`src/rtl/spi_frame_decoder_pkg.sv`:
```
// Shared definitions for the SPI byte-stream frame decoder: opcodes, FSM states,
// status-byte layout and default framebuffer geometry.
package spi_frame_decoder_pkg;

    localparam logic [7:0] OP_WR_PIX  = 8'h01;
    localparam logic [7:0] OP_SET_BRT = 8'h02;
    localparam logic [7:0] OP_RD_STAT = 8'h03;

    localparam int STAT_ERR_BIT = 7;
    localparam int STAT_CNT_LSB = 0;
    localparam int STAT_CNT_W   = 4;

    localparam int DEF_NUM_PIXELS = 2048;
    localparam int DEF_ADDR_W     = 11;

    typedef enum logic [2:0] {
        ST_IDLE,
        ST_ADDR_HI,
        ST_ADDR_LO,
        ST_PIX_R,
        ST_PIX_G,
        ST_PIX_B,
        ST_BRT,
        ST_DRAIN
    } state_t;

    function automatic logic [7:0] status_byte(input logic e, input logic [STAT_CNT_W-1:0] cnt);
        logic [7:0] s;
        s = '0;
        s[STAT_ERR_BIT] = e;
        s[STAT_CNT_LSB +: STAT_CNT_W] = cnt;
        return s;
    endfunction

endpackage

```
`src/rtl/spi_frame_decoder_if.sv`:
```
// Byte-stream, status-reply and framebuffer-port bundle between the SPI slave
// front end and the frame decoder.
interface spi_frame_decoder_if
    import spi_frame_decoder_pkg::*;
#(
    parameter int ADDR_W = DEF_ADDR_W
);
    logic              cs_n;
    logic              rx_valid;
    logic [7:0]        rx_data;
    logic              tx_req;
    logic [7:0]        tx_data;
    logic              fb_we;
    logic [ADDR_W-1:0] fb_addr;
    logic [23:0]       fb_wdata;
    logic [7:0]        brightness;
    logic              err;

    modport master (
        output cs_n, rx_valid, rx_data,
        input  tx_req, tx_data, fb_we, fb_addr, fb_wdata, brightness, err
    );

    modport slave (
        input  cs_n, rx_valid, rx_data,
        output tx_req, tx_data, fb_we, fb_addr, fb_wdata, brightness, err
    );
endinterface

```
`src/rtl/spi_frame_decoder.sv`:
```
// Decodes cs_n-framed MOSI bytes into pixel writes, brightness updates and
// status replies loaded into the MISO path on the next frame boundary.
module spi_frame_decoder
    import spi_frame_decoder_pkg::*;
#(
    parameter int NUM_PIXELS = DEF_NUM_PIXELS,
    parameter int ADDR_W     = DEF_ADDR_W
) (
    input  logic                clk_sb,
    input  logic                reset_n,
    spi_frame_decoder_if.slave  bus
);

    localparam logic [ADDR_W-1:0] LAST_ADDR = ADDR_W'(NUM_PIXELS - 1);

    state_t            state;
    logic [7:0]        addr_hi;
    logic [7:0]        r_lat;
    logic [7:0]        g_lat;
    logic [ADDR_W-1:0] cur_addr;
    logic [3:0]        frame_cnt;
    logic              status_pend;
    logic              pix_written;

    logic              tx_req_q;
    logic [7:0]        tx_data_q;
    logic              fb_we_q;
    logic [ADDR_W-1:0] fb_addr_q;
    logic [23:0]       fb_wdata_q;
    logic [7:0]        brightness_q;
    logic              err_q;

    logic [15:0]       addr_word;
    logic              addr_ok;
    logic              byte_in;

    // A byte only counts while the frame is open; cs_n high drops a coincident byte.
    assign byte_in   = bus.rx_valid && !bus.cs_n;
    assign addr_word = {addr_hi, bus.rx_data};
    assign addr_ok   = ({16'd0, addr_word} < 32'(NUM_PIXELS));

    always_ff @(posedge clk_sb or negedge reset_n) begin
        if (!reset_n) begin
            state        <= ST_IDLE;
            frame_cnt    <= '0;
            status_pend  <= 1'b0;
            pix_written  <= 1'b0;
            tx_req_q     <= 1'b0;
            tx_data_q    <= '0;
            fb_we_q      <= 1'b0;
            fb_addr_q    <= '0;
            fb_wdata_q   <= '0;
            brightness_q <= 8'hFF;
            err_q        <= 1'b0;
        end else begin
            tx_req_q <= 1'b0;
            fb_we_q  <= 1'b0;
            if (bus.cs_n) begin
                state       <= ST_IDLE;
                pix_written <= 1'b0;
                if (pix_written)
                    frame_cnt <= frame_cnt + 4'd1;
                if (status_pend) begin
                    tx_req_q    <= 1'b1;
                    tx_data_q   <= status_byte(err_q, frame_cnt);
                    status_pend <= 1'b0;
                    err_q       <= 1'b0;
                end
            end else if (bus.rx_valid) begin
                unique case (state)
                    ST_IDLE: begin
                        case (bus.rx_data)
                            OP_WR_PIX:  state <= ST_ADDR_HI;
                            OP_SET_BRT: state <= ST_BRT;
                            OP_RD_STAT: begin
                                status_pend <= 1'b1;
                                state       <= ST_DRAIN;
                            end
                            default: begin
                                err_q <= 1'b1;
                                state <= ST_DRAIN;
                            end
                        endcase
                    end
                    ST_ADDR_HI: state <= ST_ADDR_LO;
                    ST_ADDR_LO: begin
                        if (addr_ok) begin
                            state <= ST_PIX_R;
                        end else begin
                            err_q <= 1'b1;
                            state <= ST_DRAIN;
                        end
                    end
                    ST_PIX_R: state <= ST_PIX_G;
                    ST_PIX_G: state <= ST_PIX_B;
                    ST_PIX_B: begin
                        fb_we_q     <= 1'b1;
                        fb_addr_q   <= cur_addr;
                        fb_wdata_q  <= {r_lat, g_lat, bus.rx_data};
                        pix_written <= 1'b1;
                        state       <= ST_PIX_R;
                    end
                    ST_BRT: begin
                        brightness_q <= bus.rx_data;
                        state        <= ST_DRAIN;
                    end
                    ST_DRAIN: state <= ST_DRAIN;
                    default:  state <= ST_DRAIN;
                endcase
            end
        end
    end

    // Byte latches and the running address need no reset: every frame reloads them before use.
    always_ff @(posedge clk_sb) begin
        if (byte_in) begin
            case (state)
                ST_ADDR_HI: addr_hi  <= bus.rx_data;
                ST_ADDR_LO: cur_addr <= addr_word[ADDR_W-1:0];
                ST_PIX_R:   r_lat    <= bus.rx_data;
                ST_PIX_G:   g_lat    <= bus.rx_data;
                ST_PIX_B:   cur_addr <= (cur_addr == LAST_ADDR) ? '0 : cur_addr + ADDR_W'(1);
                default: ;
            endcase
        end
    end

    assign bus.tx_req     = tx_req_q;
    assign bus.tx_data    = tx_data_q;
    assign bus.fb_we      = fb_we_q;
    assign bus.fb_addr    = fb_addr_q;
    assign bus.fb_wdata   = fb_wdata_q;
    assign bus.brightness = brightness_q;
    assign bus.err        = err_q;

endmodule

```
`src/flat_wrapper.sv`:
```
// flat-port wrapper written by rule: the top's interface ports become plain ports
module spi_frame_decoder_flat import spi_frame_decoder_pkg::*;
#(
    parameter int NUM_PIXELS = DEF_NUM_PIXELS,
    parameter int ADDR_W     = DEF_ADDR_W
)
  (clk_sb, reset_n, bus_cs_n, bus_rx_valid, bus_rx_data, bus_tx_req, bus_tx_data, bus_fb_we, bus_fb_addr, bus_fb_wdata, bus_brightness, bus_err);
  spi_frame_decoder_if #(.ADDR_W(ADDR_W)) bus_i ();
  input  logic clk_sb;
  input  logic reset_n;
  input wire logic [$bits(bus_i.cs_n)-1:0] bus_cs_n;
  input wire logic [$bits(bus_i.rx_valid)-1:0] bus_rx_valid;
  input wire logic [$bits(bus_i.rx_data)-1:0] bus_rx_data;
  output wire logic [$bits(bus_i.tx_req)-1:0] bus_tx_req;
  output wire logic [$bits(bus_i.tx_data)-1:0] bus_tx_data;
  output wire logic [$bits(bus_i.fb_we)-1:0] bus_fb_we;
  output wire logic [$bits(bus_i.fb_addr)-1:0] bus_fb_addr;
  output wire logic [$bits(bus_i.fb_wdata)-1:0] bus_fb_wdata;
  output wire logic [$bits(bus_i.brightness)-1:0] bus_brightness;
  output wire logic [$bits(bus_i.err)-1:0] bus_err;
  assign bus_i.cs_n = bus_cs_n;
  assign bus_i.rx_valid = bus_rx_valid;
  assign bus_i.rx_data = bus_rx_data;
  assign bus_tx_req = bus_i.tx_req;
  assign bus_tx_data = bus_i.tx_data;
  assign bus_fb_we = bus_i.fb_we;
  assign bus_fb_addr = bus_i.fb_addr;
  assign bus_fb_wdata = bus_i.fb_wdata;
  assign bus_brightness = bus_i.brightness;
  assign bus_err = bus_i.err;
  spi_frame_decoder #(.NUM_PIXELS(NUM_PIXELS), .ADDR_W(ADDR_W)) u_core (.clk_sb(clk_sb), .reset_n(reset_n), .bus(bus_i));
endmodule
```
`config.mk`:
```
export PLATFORM = sky130hd
export DESIGN_NAME = spi_frame_decoder_flat
export DESIGN_NICKNAME = d
export VERILOG_FILES = /design/src/rtl/spi_frame_decoder_pkg.sv /design/src/rtl/spi_frame_decoder_if.sv /design/src/rtl/spi_frame_decoder.sv /design/src/flat_wrapper.sv
export SDC_FILE = /design/constraint.sdc
export NUM_CORES = 1
export LEC_CHECK = 0
export CORE_ASPECT_RATIO = 1.4
export CORE_MARGIN = 5
export CORE_UTILIZATION = 30
export CTS_BUF_LIST = sky130_fd_sc_hd__clkbuf_16
export DETAILED_ROUTE_END_ITERATION = 8
export SYNTH_ARGS = -nofsm -noshare
export SYNTH_HDL_FRONTEND = slang
export SYNTH_SLANG_ARGS = --single-unit
```
`constraint.sdc`:
```
create_clock -name clk_sb -period 2.1 [get_ports clk_sb]
set_clock_uncertainty 0.05 [all_clocks]
set_input_delay 0.42 -clock clk_sb [delete_from_list [all_inputs] [get_ports clk_sb]]
set_output_delay 0.42 -clock clk_sb [all_outputs]
set_load 0.02 [all_outputs]
```
# ---- After elaboration in Yosys (flattened, before gate mapping)
# Index checks and enable logic that the tools add are counted.
dict set report op_classes {
  n_addsub 2
  n_mul 0
  div_mod_pow 0
  magnitude_cmp 1
  n_eq_ne 14
  shifts 0
  mux 25
  bitwise_logic 1
  reduce_logical 22
}
# op count
set ops {}
lappend ops {{one-hot mux 11 bit (2 select lines)} 1}
lappend ops {{one-hot mux 3 bit (7 select lines)} 1}
lappend ops {{two-way mux 1 bit} 17}
lappend ops {{== test 8 x 2 -> 1 bit, second input constant} 2}
lappend ops {{< comparator 16 x 12 -> 1 bit, second input constant} 1}
lappend ops {{AND reduction 2 bit} 7}
lappend ops {{== test 3 bit, second input constant} 4}
lappend ops {{adder 11 x 1 -> 11 bit, second input constant} 1}
lappend ops {{== test 11 bit, second input constant} 1}
lappend ops {{two-way mux 11 bit} 1}
lappend ops {{nonzero test 2 bit} 5}
lappend ops {{two-way mux 3 bit} 3}
lappend ops {{AND reduction 3 bit} 3}
lappend ops {{== test 8 x 1 -> 1 bit, second input constant} 1}
lappend ops {{== test 3 x 2 -> 1 bit, second input constant} 2}
lappend ops {{!= test 3 bit, second input constant} 2}
lappend ops {{one-hot mux 3 bit (2 select lines)} 1}
lappend ops {{AND reduction 5 bit} 1}
lappend ops {{adder 4 x 1 -> 4 bit, second input constant} 1}
lappend ops {{== test 3 x 1 -> 1 bit, second input constant} 1}
lappend ops {{logical NOT 3 bit} 1}
lappend ops {{nonzero test 3 bit} 1}
lappend ops {{OR reduction 3 bit} 1}
lappend ops {{!= test 2 x 1 -> 1 bit, second input constant} 1}
lappend ops {{other kinds (5)} 5}
dict set report totals {
  regBits 95
  latch_bits 0
  ram_bits 0
  rom_bits 0
  in_bits 12
  out_inout_bits 54
  wordCells 80
  n_memories 0
}

# ---- Logic depth before layout (Yosys ltp)
dict set report logic_depth {
  word_depth 6
  ltp_mapped 5
  mapped_depth_nobuf 5
}

# ---- Worst setup path before layout
# Ideal clock, no wire load.
dict set report synth_path {
  path_type {register to register}
  startpoint {register u_core.state[1]}
  endpoint {register u_core.cur_addr[0] (enable)}
  setup_ns 0.382
  arrival_time_ns 1.549
  t_required_ns 1.668
  path_slack_ns 0.118
  path_stages_with_launch 5
  path_buffers 2
  period_less_slack_ns 1.982
  cell_sequence {dfrtp_1 -> buf_2 -> nand3b_4 -> clkbuf_1 -> a21oi_1}
}
dict set report synth_between {
  elab_chain_len 3
  elab_cells_between_ends 4
  cone_classes {eq/ne (2); reduce/logical (2)}
}
# element line
set synth_lines {}
lappend synth_lines {{from (decl)} spi_frame_decoder.sv:16} ;# state_t state;
lappend synth_lines {{from (signal assigned)} spi_frame_decoder.sv:44} ;# state <= ST_IDLE;
lappend synth_lines {{from (signal assigned)} spi_frame_decoder.sv:59} ;# state <= ST_IDLE;
lappend synth_lines {{from (signal assigned)} spi_frame_decoder.sv:73} ;# OP_WR_PIX: state <= ST_ADDR_HI;
lappend synth_lines {{== test 3 x 2 -> 1 bit or == test 3 bit (tied branches)} spi_frame_decoder.sv:117} ;# case (state)
lappend synth_lines {{nonzero test 2 bit (no source line) (*)} -}
lappend synth_lines {{AND reduction 2 bit (no source line) (*)} -}
lappend synth_lines {{to (signal assigned)} spi_frame_decoder.sv:119} ;# ST_ADDR_LO: cur_addr <= addr_word[ADDR_W-1:0];
lappend synth_lines {{to (signal assigned)} spi_frame_decoder.sv:122} ;# ST_PIX_B: cur_addr <= (cur_addr == LAST_ADDR) ? '0 : cur_addr + ADDR_W'(1);
lappend synth_lines {{to (decl)} spi_frame_decoder.sv:20} ;# logic [ADDR_W-1:0] cur_addr;
# Mark *: on every way between the ends. The rest lies on a longest branch, timed or not.
# A chain may end at the register's enable or synchronous reset.

# ---- Worst setup path in the final report
dict set report layout_path {
  startpoint {register u_core.brightness_q[1] (netlist: u_core.bus.brightness[1])}
  endpoint {output bus_brightness[1]}
}
# element line
set layout_rtl {}
lappend layout_rtl {{from (decl)} spi_frame_decoder.sv:30} ;# logic [7:0] brightness_q;
lappend layout_rtl {{from (signal assigned)} spi_frame_decoder.sv:104} ;# brightness_q <= bus.rx_data;
lappend layout_rtl {{to (decl)} flat_wrapper.sv:19} ;# output wire logic [$bits(bus_i.brightness)-1:0] bus_brightness;
# No word-level cell between the ends.

==> out/summary.txt <==
outcome = finished, final reports clean
post-layout net count = 350
Synth Area per Inst = 15.12 µm²
placeable core region = 0.01237 mm²
Ant. Diodes = 0
synth warn = 0
biggest area contributors in the synthesized netlist = sky130_fd_sc_hd__dfrtp_1 (34%), sky130_fd_sc_hd__edfxtp_1 (28%), sky130_fd_sc_hd__mux2_1 (8.6%)
most frequent cells in the layout = sky130_fd_sc_hd__clkdlybuf4s50_1 (61), sky130_fd_sc_hd__dfrtp_1 (52), sky130_fd_sc_hd__edfxtp_1 (35)
Syn Std Cell Area = 0.003796 mm²
Worst Hold Class = in -> async
placement row count = 48
simple-gate share of the synthesized area = 8.833%
maximum count of clock buffers along a single path = 2
TNS Setup = 0 ps
xor/xnor cell area share of the yosys netlist = 2.769%
number of gates given a new drive strength after cts = 0
final setup fails = 0
multiplexer share of the synthesized area = 14.54%
synthesis-stage register bit count = 95
min Tclk post-route = 1947 ps
max capacitance violation total = 0
area share of the leading cell type in the synthesized netlist = 34.28%
Post-Route M1 WL = 3120 µm
number of hold-repair buffers added at the cts stage = 0
Die X-Extent = 105.1 µm
pwr/cell area = 983.4 mW/mm²
CTS buffer count = 9
Routed Antenna Nets = 0
fmax = 513.6 MHz
fraction of the cycle the final worst path needs = 92.72%
vias = 2282
DPL Wire Length = 6052 µm
CTS tree = built
global-route wire length before repair = 13170 µm
main combinational cell family by area after synthesis = multiplexers
terminus of the critical flop-to-flop path = u_core.cur_addr[9]
Via density = 4.648
Worst slew margin = 63.80%
CP peak stage delay = 600 ps
insertion delay to the later sink of the worst-skew pair = 340 ps
highest routed metal layer = met4
worst-path maximum fanout = 2
number of buffer and inverter stages on the critical path = 1
Critical Setup Path Class = reg -> out
Placer Congestion = 0.7623
RSZ-0062 raised after global routing = no
routed wire length = 8060 µm
IO buf count = 62
CTS root buf = sky130_fd_sc_hd__clkbuf_16
post-route worst hold slack = 7.455 ps
complex-gate fraction of the synthesized area = 3.659%
area added between synthesis and finish = 31.64%
number of H-tree levels = 3
CP Data Arrival Time = 1480 ps
leading cell type in the layout, fill and taps excluded = sky130_fd_sc_hd__clkdlybuf4s50_1
height of the die = 143.1 µm
clock transition at the registers of the reported paths = 60 ps
DRT iter0 DRCs = 77
Crit path required time = 1630 ps
ordered list of cells on the worst path = clkdlybuf4s50_1
utilization after layout = 40.39%
global-route congestion overflow total = 0
Register-to-Register Setup Slack = 200 ps
logic depth of the worst register-to-register path = 5
start of the worst register-to-register path = u_core.cur_addr[0]
Sink Count = 95
Post-route DRC = 0
length of routed met2 wiring = 4522 µm
setup bufs post-CTS = 0
layout cell share with drive strength beyond 1 = 19.06%
most area-hungry cell type in the Yosys netlist = sky130_fd_sc_hd__dfrtp_1
number of cells on the critical path = 1
Adder-Cell Fraction of Synth Area = 0.6592%
final-report hold violation count = 0
area of the die = 0.01504 mm²
distinct cell type count after synthesis = 41
sequential area share after synthesis = 67.50%
cell family with most CP delay = buffers and inverters
crit path capture type = primary output
worst vdd ir = 0.3689 mV
slew at the pin closest to its max-slew limit = 543.0 ps
standby leakage power = 0.002077 µW
vias in the first global route = 2431
pin count of the biggest net entering global routing = 29
kind of launch point of the worst setup path = register
drt wl/cell = 16.42 µm
ports placed on the boundary = 66
detailed-router iteration count before antenna repair = 4
starting density of the core = 30.68%
antenna violations before repair = 0
count of final max-slew check failures = 0
slowest cell on the critical path = sky130_fd_sc_hd__clkdlybuf4s50_1
all-layer global routing usage = 11.33%
Cells after Synth = 251
Met3 Routed Length = 273 µm
[routing by layer]
metal	global-route usage [%]	up-vias
met1	12.71	1169
li1	-	1073
met3	3.166	8
met5	0	-
met2	20.11	32
met4	4.848	0
[report_power, final]
part	internal (µW)	switching, µW
sequential	2190	147
combinational	522	497
clock	901	654
[cell families after synthesis]
group / count (synthesis)
AND/OR/NAND/NOR: 57
other: 1
buffers and inverters: 13
AO/OA/AOI/OAI: 22
XOR/XNOR: 12
flip-flops: 95
multiplexers: 49
adder cells (fa/ha/maj): 2
[metrics by stage]
step,worst slack [ps],area (µm²),total power (µW),std cells
final,152.9,4997,4914,491
after global routing,75.36,4997,5144,491
after CTS,122.5,4997,4986,491
after detailed placement,57.61,4716,3427,475
after global placement,100.4,4716,3404,475
after floorplan,118.5,3804,2840,253
[Yosys cell counts]
| cell | number |
|---|---|
| sky130_fd_sc_hd__nand2b_1 | 3 |
| sky130_fd_sc_hd__nand2b_2 | 1 |
| sky130_fd_sc_hd__o2bb2ai_1 | 1 |
| sky130_fd_sc_hd__nor2_4 | 1 |
| sky130_fd_sc_hd__ha_1 | 2 |
| sky130_fd_sc_hd__and2b_1 | 1 |
| sky130_fd_sc_hd__nand4_1 | 1 |
| sky130_fd_sc_hd__nor2b_1 | 1 |
| sky130_fd_sc_hd__clkbuf_1 | 1 |
| sky130_fd_sc_hd__mux2_1 | 29 |
| sky130_fd_sc_hd__a21o_1 | 1 |
| sky130_fd_sc_hd__o22ai_1 | 1 |
| sky130_fd_sc_hd__a21oi_1 | 3 |
| sky130_fd_sc_hd__nor4_1 | 3 |
| sky130_fd_sc_hd__nor2_8 | 1 |
| sky130_fd_sc_hd__nand2_1 | 21 |
| sky130_fd_sc_hd__o311ai_0 | 1 |
| sky130_fd_sc_hd__and4_1 | 1 |
| sky130_fd_sc_hd__inv_1 | 4 |
| sky130_fd_sc_hd__nor4b_4 | 1 |
| sky130_fd_sc_hd__nand3b_1 | 1 |
| sky130_fd_sc_hd__o21ai_0 | 11 |
| sky130_fd_sc_hd__o2111ai_1 | 1 |
| sky130_fd_sc_hd__xnor2_1 | 7 |
| sky130_fd_sc_hd__nor2_1 | 6 |
| sky130_fd_sc_hd__nand3b_4 | 1 |
| sky130_fd_sc_hd__nor3_1 | 4 |
| sky130_fd_sc_hd__dfstp_2 | 8 |
| sky130_fd_sc_hd__and3_1 | 1 |
| sky130_fd_sc_hd__buf_4 | 6 |
| sky130_fd_sc_hd__conb_1 | 1 |
| sky130_fd_sc_hd__nor3b_1 | 2 |
| sky130_fd_sc_hd__nand3_1 | 7 |
| sky130_fd_sc_hd__buf_2 | 2 |
| sky130_fd_sc_hd__xor2_1 | 5 |
| sky130_fd_sc_hd__a311o_1 | 1 |
| sky130_fd_sc_hd__o21ba_2 | 1 |
| sky130_fd_sc_hd__mux2_2 | 20 |
| sky130_fd_sc_hd__o32ai_1 | 1 |
| sky130_fd_sc_hd__dfrtp_1 | 52 |
| sky130_fd_sc_hd__edfxtp_1 | 35 |
[cell type report]
type / count / area (µm²)
clock buffers: 9 / 225.2
clock inverters: 7 / 56.30
fillers: 1195 / 7375
inverters: 4 / 15.01
multi-input cells: 145 / 1167
flip-flops and latches: 95 / 2562
well taps: 150 / 187.7
repair buffers: 81 / 783.3
[flip-flops by register name, indices dropped and copies added, names as in the netlist]
signal                 cells
u_core.addr_hi             8
u_core.bus.brightness      8
u_core.bus.err             1
u_core.bus.fb_addr        11
u_core.bus.fb_wdata       24
u_core.bus.fb_we           1
u_core.bus.tx_data         5
u_core.bus.tx_req          1
u_core.cur_addr           11
u_core.frame_cnt           4
u_core.g_lat               8
u_core.pix_written         1
u_core.r_lat               8
u_core.state               3
u_core.status_pend         1
[worst max path at each step]
stage / to / from
5_1_grt: u_core.cur_addr[7] / u_core.cur_addr[0]
2_1_floorplan: u_core.cur_addr[0] / u_core.state[1]
6_report: bus_brightness[1] / u_core.bus.brightness[1]
4_1_cts: bus_brightness[6] / u_core.bus.brightness[6]
3_3_place_gp: u_core.cur_addr[3] / bus_cs_n
3_5_place_dp: u_core.bus.fb_wdata[10] / bus_cs_n
(Power assumes the default switching activity.)
